$ cat src/rtl/regfile_pkg.sv
// Shared constants and elaboration-time helpers for the integer register file.
// Address and data types are sized in each module because they depend on per-instance parameters.
package regfile_pkg;

    localparam int ZERO_ADDR = 0;

    // Constant function so that the address width can be derived in a module's parameter list.
    function automatic int clog2(input int n);
        int r;
        r = 0;
        while ((1 << r) < n) r++;
        return r;
    endfunction

endpackage

$ cat src/rtl/regfile_scoreboard.sv
// Busy-bit scoreboard: one pending flag per register, issue-over-writeback priority,
// per-port busy lookup with writeback bypass, and an "all clear" flag.
module regfile_scoreboard
    import regfile_pkg::*;
#(
    parameter int   DEPTH    = 32,
    parameter int   NRD      = 2,
    parameter bit   ZERO_REG = 1'b1,
    localparam int  AW       = clog2(DEPTH)
) (
    input  logic                   clk,
    input  logic                   rst,
    input  logic                   issue_valid,
    input  logic [AW-1:0]          issue_addr,
    input  logic                   we,
    input  logic [AW-1:0]          writeaddr,
    input  logic [NRD-1:0][AW-1:0] readaddr,
    output logic [NRD-1:0]         readbusy,
    output logic                   sb_empty
);

    logic [DEPTH-1:0] r_busy;
    logic [DEPTH-1:0] w_set;
    logic [DEPTH-1:0] w_clr;
    logic             w_issue_en;

    // With a hard-wired zero register, r0 is never a real producer target.
    assign w_issue_en = issue_valid && !(ZERO_REG && (issue_addr == AW'(ZERO_ADDR)));

    // NOTE: every variable driven here gets a default first, so no path leaves it
    // unassigned and no latch is inferred.
    always_comb begin
        w_set = '0;
        w_clr = '0;
        if (w_issue_en) w_set[issue_addr] = 1'b1;
        if (we)         w_clr[writeaddr]  = 1'b1;
    end

    // NOTE: sequential state uses non-blocking assignments so every flop samples
    // pre-edge values regardless of process ordering.
    always_ff @(posedge clk or posedge rst) begin
        if (rst) begin
            r_busy <= '0;
        end else begin
            // Set applied after clear: a same-edge issue wins over the retiring writeback.
            r_busy <= (r_busy & ~w_clr) | w_set;
        end
    end

    always_comb begin
        readbusy = '0;
        for (int p = 0; p < NRD; p++) begin
            readbusy[p] = r_busy[readaddr[p]] && !(we && (writeaddr == readaddr[p]));
        end
    end

    assign sb_empty = ~|r_busy;

endmodule

$ cat src/rtl/regfile_sb.sv
// Multi-read-port integer register file with same-cycle write bypass and an
// integrated busy-bit scoreboard feeding the hazard/stall unit.
module regfile_sb
    import regfile_pkg::*;
#(
    parameter int   WIDTH    = 32,
    parameter int   DEPTH    = 32,
    parameter int   NRD      = 2,
    parameter bit   ZERO_REG = 1'b1,
    localparam int  AW       = clog2(DEPTH)
) (
    input  logic                      clk,
    input  logic                      rst,
    input  logic [NRD-1:0][AW-1:0]    readaddr,
    output logic [NRD-1:0][WIDTH-1:0] readdata,
    output logic [NRD-1:0]            readbusy,
    input  logic                      issue_valid,
    input  logic [AW-1:0]             issue_addr,
    input  logic                      we,
    input  logic [AW-1:0]             writeaddr,
    input  logic [WIDTH-1:0]          writedata,
    output logic                      sb_empty
);

    logic [WIDTH-1:0] r_mem [DEPTH];
    logic             w_wr_en;

    assign w_wr_en = we && !(ZERO_REG && (writeaddr == AW'(ZERO_ADDR)));

    // NOTE: storage is a flop array, not a RAM macro, because the whole file must
    // clear asynchronously; RAMs cannot be reset, so do not copy this pattern for them.
    always_ff @(posedge clk or posedge rst) begin
        if (rst) begin
            for (int i = 0; i < DEPTH; i++) r_mem[i] <= '0;
        end else if (w_wr_en) begin
            r_mem[writeaddr] <= writedata;
        end
    end

    // Priority: hard-wired zero, then writeback bypass, then stored value.
    always_comb begin
        readdata = '0;
        for (int p = 0; p < NRD; p++) begin
            if (ZERO_REG && (readaddr[p] == AW'(ZERO_ADDR)))
                readdata[p] = '0;
            else if (we && (readaddr[p] == writeaddr))
                readdata[p] = writedata;
            else
                readdata[p] = r_mem[readaddr[p]];
        end
    end

    regfile_scoreboard #(
        .DEPTH    (DEPTH),
        .NRD      (NRD),
        .ZERO_REG (ZERO_REG)
    ) u_scoreboard (
        .clk         (clk),
        .rst         (rst),
        .issue_valid (issue_valid),
        .issue_addr  (issue_addr),
        .we          (we),
        .writeaddr   (writeaddr),
        .readaddr    (readaddr),
        .readbusy    (readbusy),
        .sb_empty    (sb_empty)
    );

endmodule
$ cat config.mk
export PLATFORM = sky130hd
export DESIGN_NAME = regfile_sb
export DESIGN_NICKNAME = d
export VERILOG_FILES = /design/src/rtl/regfile_pkg.sv /design/src/rtl/regfile_scoreboard.sv /design/src/rtl/regfile_sb.sv
export SDC_FILE = /design/constraint.sdc
export NUM_CORES = 2
export LEC_CHECK = 0
export ABC_AREA = 0
export CORE_MARGIN = 10
export CORE_UTILIZATION = 50
export DETAILED_ROUTE_END_ITERATION = 12
export PLACE_DENSITY = 0.71
export SYNTH_ARGS = -nofsm -noshare
export SYNTH_HDL_FRONTEND = slang
export SYNTH_HIERARCHICAL = 1
export SYNTH_SLANG_ARGS = --single-unit
$ cat constraint.sdc
create_clock -name clk -period 51 [get_ports clk]
set_input_delay 12.75 -clock clk [delete_from_list [all_inputs] [get_ports clk]]
set_output_delay 12.75 -clock clk [all_outputs]
set_load 0.005 [all_outputs]
-- Yosys cells after proc, flatten, opt, wreduce, memory -nomap -nowiden
Cells that the tools add are included.
- memories: 0
- output and inout bits: 67
- bits in registers: 1056
- bits of input ports: 56
- memory bits (writable): 0
- bits in read-only memories: 0
- bits in latches: 0
- reductions and logical operators: 21
- divide/modulo/power cells: 0
- magnitude comparators: 10
- $add $sub $neg: 0
- mux-type cells: 23
- multiply operators: 0
- shift-type cells: 0
- bitwise gates (word level): 6
- eq/ne operators: 4
- operators by type and width (operator ; number):
    $bwmux W1024 ; 1
    $mux W32 ; 11
    $bmux W32 S5 ; 2
    $demux W32 S5 ; 1
    $and A32 B32 Y32 ; 1
    $not A32 Y32 ; 1
    $or A32 B32 Y32 ; 1
    $reduce_or A32 Y1 ; 1
    $lt A5 B6 Y1 const B ; 4
    $eq A5 B5 Y1 ; 4
    $logic_not A5 Y1 ; 4
    $ge A6 B6 Y1 const B ; 3
    $not A5 Y6 ; 3
    $logic_and A1 B1 Y1 ; 11
    $bmux W1 S5 ; 2
    $demux W1 S5 ; 2
    $ge A5 B1 Y1 const B ; 2
    $lt A6 B1 Y1 const B ; 1
    $logic_not A1 Y1 ; 5
    $mux W1 ; 4

-- Longest topological paths before layout
- depth in word-level cells: 8
- gate-level depth with buffers: 10
- depth with buffers taken out: 5

-- Hierarchy
Netlist, hierarchy kept.
- modules (own cells, without submodules) (module ; cells an instance ; area each (um2) ; times used):
    regfile_sb ; 3766 ; 54933.9 ; 1
    regfile_scoreboard ; 204 ; 2105.8 ; 1

-- Least setup slack after synthesis
OpenSTA, ideal clock, no wires.
- path type: input to output
- start: input port readaddr[1] (netlist name)
- end: output port readdata[22] (netlist name)
- arrival: 14.363 ns
- setup slack: 23.887 ns
- stages: 7
- data required time: 38.250 ns
- cells stage by stage: buf_2 buf_4 buf_1 mux4_2 a211oi_1 o21ai_0 a32o_1
- RTL lines (element ; RTL line ; text):
    start: declaration ; regfile_sb.sv:14 ; input logic [NRD-1:0][AW-1:0] readaddr,
    end: declaration ; regfile_sb.sv:15 ; output logic [NRD-1:0][WIDTH-1:0] readdata,

==> flow_summary.ini <==
[sta]
fin_skew_ns = 0
final.period_utilization = 0.593
setup_violations = 0
setup_ws_ns = 20.78
finalHoldViolations = 0
clock.fmax_mhz = 33.1
finalCriticalPeriod_ns = 30.22
tightest_slew_ns = 1.24
relSlewSlack = 0.168
holdWs_ns = 0.401
slew_violations = 0
fin_tns_setup_ns = 0
rsz0062_at_grt = no

[critical_path]
startpoint = readaddr[6]
slowest_stage = buf_4
cp_num_cells = 9
path_common_cell = buf_4
endpoint = readdata[45]
cp.required_ns = 38.25
timing.rr.start = r_mem[768]
worstPathArrival_ns = 17.47
r2r_end = r_mem[768]
endpoint_kind = output pin
worstPathBufferInverterCount = 5
cp-start-kind = primary input
crit_chain = buf_8 > buf_4 > buf_4 > nor3b_4 > buf_4 > a22oi_1 > o2111ai_1 > a31oi_1 > clkdlybuf4s50_1
r2r_slack_ns = 50.18
critical_path.max_fanout = 84
path_delay_family = buffers and inverters
max_stage_delay_ns = 0.95
worstSetupPathType = in -> out
rr_worst_depth = 1

[cts]
worstSkewPairLatency_ns = 0.69
root_buffer = clkbuf_16
htreeDepth = 3
cts_tree = done
cts_sinks = 1056
clockBufferDepth = 3
post_cts_buffers = 0
cts_buffers = 110
cts.clk_slew.worst_paths_ns = 0.06
cts_hold_buf = 0
post_cts_resized = 0

[synthesis]
synthDistinctLibCells = 58
synth-edff-count = 0
synth_area_per_cell_um2 = 14.4
synth_top_area_frac = 0.463
synth.cell_area_um2 = 57000
ys.flop_type = dfrtp_1
synth_area_leaders = dfrtp_1 (46%), mux2_2 (20%), mux4_2 (16%)
synth_seq_area_share = 0.463
synth.net_count = 4026
ys_ff_latch = 1056
async_flop_share = 1.00
yosysTopAreaCell = dfrtp_1
synthCells = 3970
yosys_warnings = 6

[placement]
finalWeightedCongestion = 0.829
detailed_place_hpwl_um = 103000
portBuffers = 122
post-place-ws_ns = 20.89
dp_cells = 5263

[global_route]
grt_pass1_wl_um = 273000
antenna_found_initial = 7
grt_util_all_layers = 0.289
grt_overflow = 0
grt_pass1_vias = 38877
grt_max_degree = 119

[routing]
wl_um = 187000
postRouteAntennaNets = 0
drtIter0Drc = 4868
routed_via_density = 7.07
vias = 38633
post_drt_wl_per_cell_um = 34.2
drt_first_pass_iters = 8
drc = 0

[min_path]
min_path_cells = 0
hold_path_class = reg -> reg
holdCritStartpoint = r_mem[1006]

[power]
vdd_drop_max_uv = 25.6
netSwitchingFraction = 0.276
power.density_nw_per_um2 = 39.4
p_leak_nw = 27.0
total_power_mw = 2.48
seq_power_share = 0.452
p_clk_frac = 0.343
p_comb_frac = 0.205
p_switching_uw = 683
p_int_mw = 1.80

[floorplanning]
rows = 123
pin_count = 123
dieArea_um2 = 128000
dieHeight_um = 358
start_util = 0.506
die_w_um = 358
coreArea_um2 = 113000

[job]
drv_cap = 0

[layout]
layout.cells.non_filler = 5464
layout.nets = 3931
drive_above_1_share = 0.441
synthToLayoutAreaGrowth_pct = 10.2

[status]
status = complete, no violations
-- flip-flops by register name, indices dropped and copies added, names as in the netlist --
name                 cells
u_scoreboard/r_busy     32
r_mem                 1024
-- logic make-up after synthesis --
logic type      share of synthesized area
compound gates                     0.0636
buf+inv                            0.0397
xor+xnor                          0.00307
flops                               0.463
simple gates                       0.0199
mux                                 0.410
-- cell usage after synthesis, drive strengths merged, types with 6 or more instances --
cell,n
nand3b,18
a31oi,9
a32o,32
nor2,34
o22ai,31
nand2,91
a21oi,73
dfrtp,1056
clkbuf,206
a22oi,114
nor2b,7
a211oi,35
xor2,8
mux2,996
o22a,14
nand3,21
buf,240
o21ai,109
o211ai,10
nor4,10
mux4,404
o221a,12
xnor2,12
a221o,13
o221ai,36
o2111ai,17
mux2i,307
nor3b,6
or3b,8
-- per-layer routing --
metal	routed length, um	global-route usage
met5	41	0
met3	17200	0.0608
met1	73900	0.389
met2	86400	0.447
met4	9370	0.136
-- metrics by stage --
stage               instance area (um2)  utilization
finish                            62800        0.557
global route                      62800        0.557
CTS                               62800        0.557
detailed placement                59000        0.523
global placement                  59000        0.523
floorplan                         57000            -
-- power by group through the flow --
stage	Combinational, mW	Clock (mW)	Sequential, mW
5_1_grt	0.543	0.892	1.14
6_report	0.509	0.850	1.12
3_5_place_dp	0.505	0	1.13
3_3_place_gp	0.495	0	1.12
4_1_cts	0.507	0.857	1.11
2_1_floorplan	0.387	0	1.09
-- layout make-up --
type,instances,area (um2)
Antenna cell,3,7.51
Clock buffer,160,3270
Clock inverter,38,526
Fill cell,8927,50000
Inverter,3,18.8
Multi-Input combinational cell,2465,28600
Sequential cell,1056,26400
Tap cell,1500,1880
Timing Repair Buffer,239,2130
-- cells in the final DEF (no fill, tap or decap), drive strengths merged, types with 18 or more instances in the layout --
master         Yosys  final
nand2             91     91
nand3b            18     18
a21oi             73     73
clkdlybuf4s50      0    112
clkinv             0     24
mux2i            307    307
mux2             996    996
nand3             21     21
a211oi            35     35
clkbuf           206    161
a32o              32     32
mux4             404    404
a22oi            114    114
nor2              34     34
o21ai            109    109
buf              240    126
dfrtp           1056   1056
o22ai             31     31
o221ai            36     36
-- worst min path at each step --
stage / endpoint
floorplan: r_mem[1000]
global placement: r_mem[1021]
detailed placement: r_mem[1009]
CTS: r_mem[1017]
global route: r_mem[998]
finish: r_mem[1006]
Note: power is estimated with default switching activity, not from simulation.
